--- src/rtl/fetch_stage.sv ---
// Instruction-fetch stage with IF_ID register: owns the PC, fetches over a req/ack
// handshake into a small FIFO. Optional JAL prediction: FETCH_STATIC_JAL_PREDICT_EN.
module fetch_stage #(
  parameter logic [31:0] RESET_PC    = 32'h0000_0000,
  parameter int          QUEUE_DEPTH = 2
) (
  input  logic        clk,
  input  logic        rst_n,
  output logic        imemReq,
  output logic [31:0] imemAddr,
  input  logic        imemAck,
  input  logic [31:0] imemData,
  input  logic        stall,
  input  logic        redirectValid,
  input  logic [31:0] redirectPC,
  output logic [31:0] instOut,
  output logic [31:0] pcOut,
  output logic        instValid
);

  localparam int          PW      = (QUEUE_DEPTH > 1) ? $clog2(QUEUE_DEPTH) : 1;
  localparam int          CW      = PW + 1;
  localparam logic [CW-1:0] DEPTH_C = CW'(QUEUE_DEPTH);
  localparam logic [31:0] NOP     = 32'h0000_0013;

  // Handshake: imemReq stays high with a stable imemAddr until the cycle imemAck is
  // seen; an ack outside WAIT/DISCARD is ignored, and only one request is outstanding.
  typedef enum logic [1:0] {IDLE, WAIT, DISCARD} state_t;

  state_t          state, state_nxt;
  logic [31:0]     pc, pc_nxt, seq_pc, redirect_aligned;
  logic [31:0]     q_pc   [QUEUE_DEPTH];
  logic [31:0]     q_inst [QUEUE_DEPTH];
  logic [PW-1:0]   wr_ptr, rd_ptr;
  logic [CW-1:0]   count;
  logic            push, pop;

  assign redirect_aligned = redirectPC & ~32'h3;
  assign imemReq          = (state == WAIT);
  assign imemAddr         = pc;

`ifdef FETCH_STATIC_JAL_PREDICT_EN
  logic [31:0] jal_imm;
  assign jal_imm = {{11{imemData[31]}}, imemData[31], imemData[19:12],
                    imemData[20], imemData[30:21], 1'b0};
  assign seq_pc  = (imemData[6:0] == 7'b1101111) ? pc + jal_imm : pc + 32'd4;
`else
  assign seq_pc  = pc + 32'd4;
`endif

  always_comb begin
    state_nxt = state;
    pc_nxt    = pc;
    push      = 1'b0;
    case (state)
      IDLE: begin
        if (redirectValid)        pc_nxt    = redirect_aligned;
        else if (count < DEPTH_C) state_nxt = WAIT;
      end
      WAIT: begin
        if (redirectValid) begin
          pc_nxt    = redirect_aligned;
          state_nxt = imemAck ? IDLE : DISCARD;
        end else if (imemAck) begin
          push      = 1'b1;
          pc_nxt    = seq_pc;
          state_nxt = IDLE;
        end
      end
      DISCARD: begin
        if (redirectValid) pc_nxt    = redirect_aligned;
        if (imemAck)       state_nxt = IDLE;
      end
      default: state_nxt = IDLE;
    endcase
  end

  assign pop = !redirectValid && !stall && (count != '0);

  always_ff @(posedge clk or negedge rst_n) begin
    if (!rst_n) begin
      state <= IDLE;
      pc    <= RESET_PC;
    end else begin
      state <= state_nxt;
      pc    <= pc_nxt;
    end
  end

  // Storage needs no reset: count gates every read.
  always_ff @(posedge clk) begin
    if (push) begin
      q_pc[wr_ptr]   <= pc;
      q_inst[wr_ptr] <= imemData;
    end
  end

  always_ff @(posedge clk or negedge rst_n) begin
    if (!rst_n) begin
      wr_ptr <= '0;
      rd_ptr <= '0;
      count  <= '0;
    end else if (redirectValid) begin
      wr_ptr <= '0;
      rd_ptr <= '0;
      count  <= '0;
    end else begin
      if (push) wr_ptr <= wr_ptr + PW'(1);
      if (pop)  rd_ptr <= rd_ptr + PW'(1);
      case ({push, pop})
        2'b10:   count <= count + CW'(1);
        2'b01:   count <= count - CW'(1);
        default: count <= count;
      endcase
    end
  end

  always_ff @(posedge clk or negedge rst_n) begin
    if (!rst_n) begin
      instOut   <= NOP;
      pcOut     <= RESET_PC;
      instValid <= 1'b0;
    end else if (redirectValid) begin
      instOut   <= NOP;
      instValid <= 1'b0;
    end else if (!stall) begin
      if (pop) begin
        instOut   <= q_inst[rd_ptr];
        pcOut     <= q_pc[rd_ptr];
        instValid <= 1'b1;
      end else begin
        instOut   <= NOP;
        instValid <= 1'b0;
      end
    end
  end

endmodule

--- config.mk ---
export PLATFORM = sky130hd
export DESIGN_NAME = fetch_stage
export DESIGN_NICKNAME = d
export VERILOG_FILES = /design/src/rtl/fetch_stage.sv
export SDC_FILE = /design/constraint.sdc
export NUM_CORES = 1
export LEC_CHECK = 0
export ABC_AREA = 1
export BUFFER_PORTS_ARGS = -buffer_cell sky130_fd_sc_hd__buf_4
export CORE_MARGIN = 2
export CORE_UTILIZATION = 45
export DETAILED_ROUTE_END_ITERATION = 8
export PLACE_DENSITY = 0.66
export SLEW_MARGIN = 10
export SYNTH_ARGS = -nofsm -noshare
export SYNTH_HDL_FRONTEND = slang
export SYNTH_SLANG_ARGS = --single-unit
--- constraint.sdc ---
create_clock -name clk -period 11.3 [get_ports clk]
set_input_delay 2.825 -clock clk [delete_from_list [all_inputs] [get_ports clk]]
set_output_delay 2.825 -clock clk [all_outputs]
set_load 0.02 [all_outputs]
* After elaboration in Yosys (flattened, before gate mapping)
Memory sizes are Yosys's and may differ from the RTL's. A register that Yosys moved wholly into a read port is not among the register bits. Index checks and enable logic that the tools add are counted.
Cells by class: add/subtract/negate cells 5, order comparisons 1, equal/unequal tests 9, mux-type cells 27, bitwise gates (word level) 2, reductions and logical operators 15
Operators with widths (count):
- two-way mux 32 bit | 6
- case mux 32 bit (2 select lines) | 1
- adder 32 x 3 -> 32 bit, second input constant | 1
- two-way mux 1 bit | 12
- two-way mux 2 bit | 6
- nonzero test 2 bit | 4
- case mux 2 bit (3 select lines) | 1
- AND reduction 3 bit | 2
- == test 2 x 1 -> 1 bit, second input constant | 2
- == test 2 bit, second input constant | 2
- != test 2 x 1 -> 1 bit, second input constant | 2
- != test 2 bit, second input constant | 2
- case mux 2 bit (2 select lines) | 1
- logical NOT 1 bit | 3
- != test 3 x 1 -> 1 bit, second input constant | 1
- nonzero test 3 bit | 1
- adder 1 bit, second input constant | 2
- adder 2 x 1 -> 2 bit, second input constant | 1
- logical AND 1 bit | 2
- logical NOT 2 bit | 1
- < comparator 2 bit, second input constant | 1
- NOT 1 bit | 2
- AND reduction 2 bit | 1
- OR reduction 2 bit | 1
- subtractor 2 x 1 -> 2 bit, second input constant | 1
Word-level totals: register bits after elaboration 71, memory bits (writable) 128, output and inout bits 98, word-level logic and storage cells 68, memories kept 2
Memories:
- q_inst | words 2, bits a word 32, rd ports 1, clocked after Yosys merged registers in 0, write ports 1, RTL line 33 | logic [31:0] q_inst [QUEUE_DEPTH];
- q_pc | words 2, bits a word 32, rd ports 1, clocked after Yosys merged registers in 1, write ports 1, RTL line 32 | logic [31:0] q_pc [QUEUE_DEPTH];

* Depth between registers and ports, before layout
Gate-level depths: netlist (run 1).
depth in word-level cells 6, depth in mapped cells 10, mapped depth without buffers 10

* Worst setup path before layout (run 1)
OpenSTA, ideal clock, no wires.
path type input-to-reg, start point in redirectValid, end point mem q_inst[0][0], enable pin, arrival 5.873 ns, slack 4.945 ns, cell stages on the path 4, buffers on the path 1, path through buf_6 -> nor3_1 -> inv_1 -> nor2_1
Between the ends: longest elaborated chain between the ends 4
Ends and longest elaborated chain:
- start: declaration | RTL line 14 | input logic redirectValid,
- two-way mux 1 bit | RTL line 61 | if (redirectValid) begin
- two-way mux 1 bit | RTL line 55 | case (state)
- two-way mux 1 bit | RTL line 92 | if (push) begin
- two-way mux 1 bit (not written as such) | RTL line 94 | q_inst[wr_ptr] <= imemData;
- end: declaration | RTL line 33
Every way passes these cells.

* Worst setup path in the final report (run 1)
start point in redirectValid, end point mem q_pc[0][8], enable pin
Between the ends: longest elaborated chain between the ends 4
Ends and longest elaborated chain:
- two-way mux 1 bit | RTL line 61
- two-way mux 1 bit | RTL line 55
- two-way mux 1 bit | RTL line 92
- two-way mux 1 bit (not written as such) | RTL line 93 | q_pc[wr_ptr] <= pc;
- end: declaration | RTL line 32
Every way passes these cells.

==> results of run 1 <==
==> layer usage <==
| metal | up-vias | routed length, um | part of all wire | track usage |
|---|---|---|---|---|
| met5 | - | 0 | 0 | 0 |
| met4 | 0 | 432 | 0.021 | 0.05429 |
| met3 | 30 | 1041 | 0.050 | 0.02896 |
| met2 | 163 | 10030 | 0.48 | 0.3147 |
| met1 | 3169 | 9322 | 0.45 | 0.2509 |
| li1 | 3434 | - | - | - |
==> layout make-up <==
type,instances,area [um^2],area share
Sequential cell,223,6208,0.5296
Timing Repair Buffer,167,1254,0.1069
Clock inverter,12,136.4,0.01163
Tap cell,275,344.1,0.02935
Multi-Input combinational cell,580,2663,0.2271
Clock buffer,32,691.9,0.05902
Inverter,113,426.7,0.03639
==> logic make-up (layout without fill, tap and decap cells) <==
logic type | after synthesis | in the layout
DFF | 223 | 223
other | 1 | 4
adders and majority gates | 1 | 1
AOI/OAI and AO/OA | 170 | 170
xor gates and xnor gates | 2 | 2
buffers and inverters | 157 | 324
and+or+nand+nor | 403 | 403
==> sequential cells by signal, summed over array words and instances (netlist names) <==
signal,count
state,2
wr_ptr,1
instValid,1
q_inst,64
count,2
imemAddr,30
q_pc,60
rd_ptr,1
instOut,32
pcOut,30
==> worst max-delay path: cells and delay by family <==
| family | cells | cell delay [ps] |
|---|---|---|
| buffers and inverters | 3 | 940 |
| AND/OR/NAND/NOR | 2 | 950 |
==> final timing paths <==
| kind | endpoint | cells past startpoint | slack [ps] |
|---|---|---|---|
| max in group asynchronous | instOut[24]$_DFFE_PN0P_ | 2 | 7730 |
| min in group asynchronous | pcOut[4]$_DFFE_PN0P_ | 1 | 2300 |
| worst min register to register | instOut[28]$_DFFE_PN0P_ | 2 | 490 |
| worst min-delay path | instOut[28]$_DFFE_PN0P_ | 2 | 490 |
| worst max-delay path | q_pc[0][8]$_DFFE_PP_ | 5 | 6670 |
| worst max register to register | q_pc[0][8]$_DFFE_PP_ | 5 | 8660 |
==> where the power goes <==
part | internal, uW | switching [uW] | total (uW)
combinational | 284 | 440 | 724
sequential | 1030 | 188 | 1220
clock | 497 | 305 | 802
total | 1810 | 933 | 2750
==> through the flow <==
step | cell area, um^2 | setup WS (ps) | hold slack, ps
after global routing | 11720 | 6522 | 511.6
after CTS | 11720 | 6662 | 487.2
after floorplan | 9527 | 4945 | 481.9
final | 11720 | 6672 | 487.6
after detailed placement | 10900 | 6131 | 471.5
after global placement | 10900 | 6129 | 467.3
==> cells in the final DEF (no fill, tap or decap), types with 4 or more instances in the layout <==
cell type	count
a21oi_1	22
a22o_1	15
buf_4	167
clkbuf_16	25
clkbuf_8	4
clkinv_1	4
conb_1	4
dfrtp_1	95
edfxtp_1	124
inv_1	107
inv_2	5
nand2_1	259
nand2_2	4
nand3_1	36
nand4_1	4
nor2_1	75
nor2_2	6
nor2_4	9
o21ai_0	91
o21ai_1	36
==> results.yml, run 1 <==
status:
  status: "finished, final reports clean"
final_layout:
  final_nets: 1179
  finish.utilization: 0.5612
  final_cells: 1402
  n_fill_cell: 1849
  drive_gt1_frac: 0.2121
  syn_to_final_growth_pct: 23.21
  insertedDiodeCount: 0
logic_synthesis:
  ys.flop_type: "edfxtp_1"
  synth_edf_count: 124
  syn-cell-area_um2: 9515
  syn_inst: 957
  netlist.area_leader.share: 0.3913
  avgSynthCellArea_um2: 9.943
  synth_compound_area_frac: 0.09744
  synth_area_leaders: "edfxtp_1 (39%), dfrtp_1 (25%), nand2_1 (10%), o21ai_0 (4.8%), inv_1 (4.2%)"
  yosysTopAreaCell: "edfxtp_1"
  synth_xor_area_frac: 0.001841
  synth_fa_ha_area_frac: 0.001315
  ys_ff_latch: 223
  synth_top_family_by_area: "simple AND/OR/NAND/NOR gates"
  yosys.cell_count.top_type: "nand2_1"
  synthTopCellsByCount: "nand2_1 (259), edfxtp_1 (124), inv_1 (107)"
  synth_cell_types: 35
  yosysSeqAreaShare: 0.6521
  yosys_warnings: 0
  muxShareOfSynthArea: 0
  synth-simple-area-share: 0.1753
  ys_async_sr_fraction: 0.4439
cts:
  clock_latency_ps: 500
  path_clk_slew_ps: 60
  cts_max_level: 1
  cts_num_sinks: 223
  post_cts_buffers: 0
  cts-resized-gates: 0
  root_buffer: "clkbuf_16"
  clock_path_buffers: 3
  hold_buffers: 0
  numCtsBuffers: 24
  cts_tree: "done"
critical_path:
  cp_common_cell: "buf_4"
  crit_path_start_kind: "primary input"
  crit_start: "redirectValid"
  cp_max_fo: 36
  path_class: "in -> reg"
  r2r-start: "state[0]$_DFFE_PN0P_"
  critPathRequiredTime_ps: 11440
  crit_chain: "buf_4 > nor3_1 > inv_1 > nor2_4 > buf_4"
  cpPeakStageDelay_ps: 670
  endpoint_kind: "register"
  arrival_ps: 4760
  slowest_stage: "nor2_4"
timing:
  finalHoldViolCount: 0
  rsz0062_at_grt: "no"
  clock.fmax_ghz: 0.2161
  finalCriticalPeriod_ps: 4628
  tns_ps: 0
  finalMaxSlewViolations: 0
  setup_viol: 0
  tightest_slew_ps: 1130
  timing.final.crit_share: 0.4096
  fin_skew_ps: 8.258
  relSlewSlack: 0.2469
floorplanning:
  rows: 53
  start_util: 0.4555
  io_pins: 167
  die_h_um: 149.4
  core_area_um2: 20890
  die_area_um2: 22320
  die_w_um: 149.4
drt:
  drtIter0Drc: 379
  dr.pass1.iters: 5
  drt-wirelength-per-cell_um: 14.85
  wl_um: 20820
  routed_via_density: 4.847
  detail-route-antenna-nets: 0
  drc: 0
  vias: 6796
global_route:
  grt_pass1_vias: 6390
  gr-usage-all-layers: 0.1865
  grt-ovfl-total: 0
  grt_pass1_wl_um: 33040
  grt_start_max_net_pins: 127
  antenna_found_initial: 0
pwr:
  pwr_density_cell_nw_per_um2: 234.4
  peakVddDrop_mv: 0.1282
  power_uw: 2747
  p_leak_uw: 0.005121
placement:
  port_buffers: 160
  place_inst: 1358
  gp_congestion: 0.8153
  place.detailed.hpwl_um: 13470
hold_path:
  hold_class: "reg -> reg"
  min_from: "instOut[28]$_DFFE_PN0P_"
run:
  max-cap-violations: 0
Power figures use the tool's default switching activity.
==> inputs of run 2 (changes only) <==
--- a/config.mk
+++ b/config.mk
@@ -10,7 +10,7 @@
 export CORE_MARGIN = 2
 export CORE_UTILIZATION = 45
 export DETAILED_ROUTE_END_ITERATION = 8
-export PLACE_DENSITY = 0.66
+export PLACE_DENSITY = 0.69
 export SLEW_MARGIN = 10
 export SYNTH_ARGS = -nofsm -noshare
 export SYNTH_HDL_FRONTEND = slang
==> constraint.sdc (replaced) <==
create_clock -name clk -period 4.15 [get_ports clk]
set_input_delay 1.0375 -clock clk [delete_from_list [all_inputs] [get_ports clk]]
set_output_delay 1.0375 -clock clk [all_outputs]
set_load 0.02 [all_outputs]
==> results.yml, run 2 (synthesized netlist as in run 1, its figures left out) <==
final_layout:
  final_common_cell: "nand2_1"
  final_nets: 1180
  final_cells: 1401
  n_fill_cell: 1818
  syn_to_final_growth_pct: 22.45
  insertedDiodeCount: 0
  top_register: "q_inst"
  drive_gt1_frac: 0.2087
  top_regs: "q_inst (64), q_pc (60), instOut (32)"
  finish.utilization: 0.5578
  largest_reg_flops: 64
  mostFrequentLayoutCells: "nand2_1 (259), buf_4 (166), edfxtp_1 (124)"
drt:
  detail-route-antenna-nets: 0
  dr.pass1.iters: 5
  drt-wirelength-per-cell_um: 15.04
  drc: 0
  routed_via_density: 4.939
  drtIter0Drc: 488
  wl_um: 21080
  vias: 6920
cts:
  path_clk_slew_ps: 60
  cts_tree: "done"
  clock_latency_ps: 510
  root_buffer: "clkbuf_16"
  hold_buffers: 0
  numCtsBuffers: 23
  clock_path_buffers: 3
  cts_max_level: 1
  post_cts_buffers: 0
  cts_num_sinks: 223
  cts-resized-gates: 0
hold_path:
  hold_path_depth: 2
  min_to: "instValid$_DFFE_PN0P_"
  min_from: "instValid$_DFFE_PN0P_"
  hold_class: "reg -> reg"
placement:
  place.detailed.hpwl_um: 13950
  gp_congestion: 0.8715
  port_buffers: 160
  place_inst: 1360
pwr:
  p_leak_uw: 0.005083
  peakVddDrop_mv: 0.2843
  pwr_density_cell_nw_per_um2: 623.7
floorplanning:
  start_util: 0.4555
  die_area_um2: 22320
  rows: 53
  die_w_um: 149.4
  core_area_um2: 20890
  io_pins: 167
  die_h_um: 149.4
run:
  max-cap-violations: 0
timing:
  finalCriticalPeriod_ps: 2422
  timing.final.crit_share: 0.5835
  fin_skew_ps: 14.66
  relSlewSlack: 0.2616
  setup_viol: 0
  clock.fmax_ghz: 0.4130
  finalMaxSlewViolations: 0
  finalHoldViolCount: 0
  rsz0062_at_grt: "no"
  tightest_slew_ps: 1108
  holdWs_ps: 481.7
status:
  status: "finished, final reports clean"
critical_path:
  rr_worst_depth: 5
  critPathRequiredTime_ps: 4330
  cpPeakStageDelay_ps: 510
  endpoint_kind: "register"
  reg2reg_to: "q_pc[1][3]$_DFFE_PP_"
  slowest_stage: "nor2_4"
  crit_chain: "buf_4 > nor3_1 > inv_1 > nor2_4 > buf_12"
  r2r-start: "state[0]$_DFFE_PN0P_"
  cp_max_fo: 44
  crit_path_start_kind: "primary input"
  ff2ff_setup_slack_ps: 1940
  arrival_ps: 2600
  path_class: "in -> reg"
global_route:
  grt_start_max_net_pins: 127
  gr-usage-all-layers: 0.1885
  antenna_found_initial: 0
  grt_pass1_vias: 6589
  grt-ovfl-total: 0
  grt_pass1_wl_um: 33180
run 2: per-layer routing:
metal  up-vias  track usage  part of all wire
li1       3449            -                 -
met1      3224       0.2491              0.44
met2       203       0.3161              0.48
met3        44      0.02683             0.056
met4         0      0.07286             0.030
met5         -            0                 0
run 2: power by group:
part | switching, uW | internal, uW
combinational | 1230 | 783
clock | 818 | 1120
sequential | 509 | 2810
total | 2560 | 4710
run 2: area by class of cell:
cell class,instances,area (um^2),area share
clock inverters,11,81.33,0.006980
flip-flops and latches,223,6208,0.5329
clock buffers,30,621.8,0.05337
multi-input cells,580,2663,0.2285
repair buffers,169,1306,0.1121
well taps,275,344.1,0.02953
inverters,113,426.7,0.03662
run 2: worst max-delay path, delay by kind of cell:
kind | cells | cell delay (ps)
buffers and inverters | 3 | 720
AND/OR/NAND/NOR | 2 | 810
run 2: how the worst max path moves through the flow:
stage                  startpoint                      to  slack [ps]  depth (start not counted)
finish              redirectValid    q_pc[1][3]$_DFFE_PP_        1730                          5
detailed placement  redirectValid    q_pc[1][2]$_DFFE_PP_        1190                          5
CTS                 redirectValid    q_pc[1][3]$_DFFE_PP_        1710                          5
floorplan           redirectValid  q_inst[0][0]$_DFFE_PP_        -420                          4
global route        redirectValid    q_pc[1][2]$_DFFE_PP_        1620                          5
global placement    redirectValid    q_pc[0][2]$_DFFE_PP_        1260                          5
run 2: stage by stage:
stage	instance area [um^2]	worst slack (ps)	power, uW	setup TNS [ps]
after floorplan	9527	-417.9	4462	-51820
after global placement	10950	1260	5332	0
after detailed placement	10950	1188	5390	0
after CTS	11650	1710	7342	0
after global routing	11650	1617	7687	0
final	11650	1728	7267	0
